`config.mk`:
```
export PLATFORM = sky130hd
export DESIGN_NAME = ram16x256_sdp
export DESIGN_NICKNAME = d
export VERILOG_FILES = /design/src/rtl/ram16x256_sdp.sv
export SDC_FILE = /design/constraint.sdc
export NUM_CORES = 2
export LEC_CHECK = 0
export CAP_MARGIN = 20
export CORE_MARGIN = 3
export CORE_UTILIZATION = 43
export CTS_CLUSTER_DIAMETER = 120
export CTS_CLUSTER_SIZE = 20
export DETAILED_ROUTE_END_ITERATION = 12
export GPL_TIMING_DRIVEN = 0
export HOLD_SLACK_MARGIN = 0.05
export SLEW_MARGIN = 25
export SYNTH_ARGS = -nofsm -noshare
export SYNTH_HDL_FRONTEND = slang
export SYNTH_SLANG_ARGS = --single-unit
```
`constraint.sdc`:
```
create_clock -name clock -period 2.73 [get_ports clock]
set_clock_uncertainty 0.05 [all_clocks]
set_input_delay 0.546 -clock clock [delete_from_list [all_inputs] [get_ports clock]]
set_output_delay 0.546 -clock clock [all_outputs]
set_load 0.05 [all_outputs]
```
`src/rtl/ram16x256_sdp.sv`:
```
// Simple dual-port 256x16 RAM, one write port, one registered read port.
// Sample-history buffer for the decimating FIR; array maps to block RAM.
module ram16x256_sdp #(
    parameter int DATA_WIDTH = 16,
    parameter int ADDR_WIDTH = 8
) (
    input  logic                  clock,
    input  logic                  reset_n,
    input  logic [DATA_WIDTH-1:0] data,
    input  logic [ADDR_WIDTH-1:0] wraddress,
    input  logic                  wren,
    input  logic [ADDR_WIDTH-1:0] rdaddress,
    output logic [DATA_WIDTH-1:0] q
);

    localparam int DEPTH = 2 ** ADDR_WIDTH;

    // Zero power-up image; reset never touches the array.
    logic [DATA_WIDTH-1:0] mem_q [DEPTH] = '{default: '0};

    logic                  wr_en_d;
    logic [DATA_WIDTH-1:0] q_d;
    logic [DATA_WIDTH-1:0] q_q;

    // Write is blocked while reset is held; read path is always open.
    always_comb begin
        wr_en_d = wren & reset_n;
        q_d     = mem_q[rdaddress];
    end

    // Memory array write port, no reset so it infers block RAM.
    always_ff @(posedge clock) begin
        if (wr_en_d) begin
            mem_q[wraddress] <= data;
        end
    end

    // Output register: samples pre-write contents, giving old-data on collision.
    always_ff @(posedge clock or negedge reset_n) begin
        if (!reset_n) begin
            q_q <= '0;
        end else begin
            q_q <= q_d;
        end
    end

    assign q = q_q;

endmodule

```
==> Word-level counts from Yosys, hierarchy flattened <==
Memory sizes are Yosys's and may differ from the RTL's. A register that Yosys moved wholly into a read port is not among the register bits.
Cells that the tools add are included.
{ "totals": {"register_bits": 0, "ram_bits": 4096, "inputBits": 35, "out_inout_bits": 16, "elab_cells": 5, "n_memories": 1} }
{ "mem_list": {"columns": ["memory", "depth", "word_bits", "read_ports", "rd_clocked_by_memory_dff", "wr", "line", "source"], "rows": [
  ["mem_q", 256, 16, 1, 1, 1, "19", "logic [DATA_WIDTH-1:0] mem_q [DEPTH] = '{default: '0};"]
]} }
{ "classes": {"muxes": 2, "bitwise": 1, "n_reduce_logical": 1} }
{ "ops": {"columns": ["op", "count"], "rows": [
  ["two-way mux 1 bit", 2],
  ["AND 1 bit", 1],
  ["zero test 1 bit", 1]
]} }

==> Logic depth before layout (Yosys ltp) <==
{ "depth": {"word_depth": 3, "depth_mapped": 13, "mapped_depth_nobuf": 7} }

==> Least setup slack after synthesis <==
No wires, ideal clock.
{ "synth_timing": {"kind": "input to register", "from": "in wren", "to": "mem mem_q[234][0] (enable)", "setup_ns": 0.388, "t_arrival_ns": 2.331, "required_ns": 2.292, "slack_ns": -0.039, "stages": 6, "path_buffers": 3, "path_cell_list": "and2_1 -> clkbuf_1 -> buf_1 -> nand3_1 -> clkbuf_1 -> nor2_1"} }
{ "synth_between": {"elab_chain_len": 3} }
{ "synth_rtl": {"columns": ["item", "line", "source"], "rows": [
  ["from (decl)", "11", "input logic wren,"],
  ["AND 1 bit", "27", "wr_en_d = wren & reset_n;"],
  ["two-way mux 1 bit", "33", "if (wr_en_d) begin"],
  ["two-way mux 1 bit (implied by the code)", "34", "mem_q[wraddress] <= data;"],
  ["to (decl)", "19", null]
]} }
Every way passes these cells.

==> impl_metrics.yaml <==
grt:
  grt_util_all_layers_pct: 26.3
  antenna_found_initial: 28
  overflow: 0
  grt_pass1_vias: 80500
  grt_pass1_wl_mm: 684
  grt_max_degree: 137
cells_and_area:
  final_area_um2: 186000
  syn_to_final_growth_pct: 16.5
  nets: 8221
  fillers: 29100
  final_util_pct: 50.3
  drive_gt1_share_pct: 31.3
min_path:
  worstHoldEndpoint: "mem_q[138][6]$_DFFE_PP_"
  worstHoldPathType: "input port to flop"
  holdPathStages: 1
  min_from: "data[6]"
flow_run:
  cap_violations: 0
logic_synthesis:
  synth_compound_area_share_pct: 3.36
  synth_ff_type: "edfxtp_1"
  avgSynthCellArea_um2: 21.4
  postSynthCellCount: 7462
  yosysUniqueCellTypes: 49
  ys_ff_latch: 4112
  yosysWarnings: 0
  synthXorXnorAreaFrac_pct: 0
  synthSimpleGateAreaFrac_pct: 1.84
  synthAdderAreaFrac_pct: 0
  synth_edf_count: 4096
  synth.most_common_cell: "edfxtp_1"
  synth-async-reset-ratio_pct: 0.389
  yosys.area.top_type: "edfxtp_1"
  synth_top_family_by_area: "multiplexers"
  synthTopCellsByArea: "edfxtp_1, mux4_2, mux2i_1, o221ai_1, o22ai_1"
  ys_seq_area_share_pct: 77.3
  synth_area_um2: 160000
  muxShareOfSynthArea_pct: 15.5
  synth.top_cells.by_count: "edfxtp_1, mux4_2, mux2i_1, nor2_1, o22ai_1"
  synth_fp_nets: 7497
  synth_top_cell_area_share_pct: 77.1
routing:
  wl_per_cell_um: 38.4
  first_pass_iters: 6
  viasPerCell: 6.28
  drt_iter0_markers: 12000
  via_count: 83100
  ant_nets: 0
  wirelength_mm: 508
  route.detailed.drc: 0
cts:
  htreeDepth: 4
  clk-insertion-delay-late_ps: 980
  cts_tree: "done"
  clockBufferDepth: 4
  clk_pin_slew_ps: 90
  cts-root-buf: "clkbuf_16"
  cts_sinks: 4112
  cts-buffers-inserted: 227
setup_path:
  slowest_delay_ps: 740
  cp_max_fo: 10
  cpMaxStageDelayCell: "nor4_4"
  r2r_start: "mem_q[55][6]$_DFFE_PP_"
  cp_num_buf_inv: 3
  worstSetupStartpointType: "input port"
  path_class: "input port to flop"
  crit_chain: "clkdlybuf4s18_2 -> clkbuf_4 -> nor2_2 -> nand2_2 -> clkbuf_2 -> o22ai_1 -> nor3_2 -> a22o_4 -> nor4_4"
  reg2reg_setup_slack_ps: -40
  crit_start: "rdaddress[5]"
  crit_family: "simple AND/OR/NAND/NOR gates"
  end_kind: "flop"
  cp.required_ps: 3440
  r2r_end: "q[6]$_DFF_PN0_"
  ff2ff_path_depth: 6
  critPathArrivalTime_ps: 3630
floorplanning:
  die_y_um: 615
  io_pins: 51
  die_x_um: 615
  fp.coreArea_um2: 369000
  dieArea_um2: 379000
  start_util_pct: 43.2
  placementRows: 223
sta:
  drv_slew: 0
  worst_pin_slew_ps: 1150
  setup_ws_ps: -186
  relSlewSlack_pct: 23.5
  finalHoldViolCount: 0
  rsz0062_at_grt: "true"
  min_period_ps: 2920
  timing.fmax_mhz: 343
  period_share_pct: 107
  setup_violations: 162
placed_design:
  dpl_cell_area_um2: 172000
  dp_hpwl_mm: 346
  gp_congestion: 1.04
  post-place-ws_ps: -3140
  port_buffers: 43
power:
  power_density_nw_per_um2: 612
  finalPower_mw: 114
  ir_worst_vdd_v: 0.000567
  p_leak_nw: 57.9
outcome:
  status: "complete, but fails checks"
  violations: "negative setup slack"
==> worst reg2reg max path, stage by stage, from the launching register on <==
cell and delay [ps]:
edfxtp_1 360, mux4_2 490, mux4_2 600, a22oi_1 450
a22o_2 420, nor4_2 60, buf_2 200
==> cell families (layout without fill, tap and decap cells) <==
family / count (synthesis) / count (layout)
AO/OA/AOI/OAI: 756 / 756
other: 0 / 18
multiplexers: 1496 / 1496
flip-flops: 4112 / 4112
AND/OR/NAND/NOR: 642 / 642
buffers and inverters: 456 / 1256
==> sequential cells by signal (all words and copies together) (netlist names) <==
signal / cells
q: 16
mem_q: 4096
==> cell usage in the layout, fill, tap and decap left out, types with 91 or more instances in the layout <==
| master | instances |
|---|---|
| edfxtp_1 | 4096 |
| mux4_2 | 748 |
| mux2i_1 | 678 |
| clkbuf_16 | 240 |
| buf_4 | 206 |
| nor2_4 | 206 |
| buf_12 | 181 |
| o22ai_1 | 162 |
| o221ai_1 | 142 |
| buf_6 | 109 |
| buf_16 | 105 |
| clkbuf_1 | 98 |
| a21oi_1 | 91 |
==> area by class of cell <==
class                           instances  area (um2)  area share (%)
Timing Repair Buffer                  496        7550            4.06
Antenna cell                           18        45.0          0.0242
Tap cell                             4950        6190            3.33
Buffer                                452        4900            2.63
Inverter                                3        13.8         0.00740
Sequential cell                      4112      123000            66.4
Clock inverter                          8         121          0.0653
Multi-Input combinational cell       2894       37700            20.3
Clock buffer                          297        6050            3.25
==> stage by stage <==
step,TNS [ps],hold WS [ps],instances
after floorplan,-62260,200,7462
after global placement,-,989,12500
after detailed placement,-6033910,393,12600
after CTS,-7310,59.7,13100
after global routing,-18120,124,13200
final,-9770,123,13200
==> power by group <==
| group | total [mW] | switching, mW | internal (mW) |
|---|---|---|---|
| logic | 8.96 | 5.85 | 3.11 |
| registers | 69.5 | 0.0377 | 69.4 |
| clock network | 35.3 | 19.8 | 15.6 |
| total | 114 | 25.7 | 88.1 |
==> timing repair <==
action / CTS / global route
endpoints found under the hold margin: 551 / 0
pin swaps: 141 / 101
hold buffers: 17 / 0
setup endpoints to repair: 3625 / 884
gates resized for setup: 816 / 263
buffers inserted: 127 / 124
cloned: 0 / 4
==> worst max path at each step <==
stage          slack (ps)                        to  depth (start not counted)
3_3_place_gp        -8000    mem_q[80][4]$_DFFE_PP_                          1
3_5_place_dp        -3140           q[11]$_DFF_PN0_                         10
4_1_cts              -150           q[11]$_DFF_PN0_                         10
6_report             -190           q[14]$_DFF_PN0_                          9
2_1_floorplan         -40   mem_q[234][0]$_DFFE_PP_                          6
5_1_grt              -180  mem_q[208][10]$_DFFE_PP_                          6
==> per-layer routing <==
metal	GRT usage, %	routed length (um)	vias to the layer above
li1	-	-	32800
met1	34.6	190000	44800
met2	41.1	238000	4550
met3	5.78	48900	902
met4	13.9	31700	2
met5	0	13	-
Note: power is estimated with default switching activity, not from simulation.
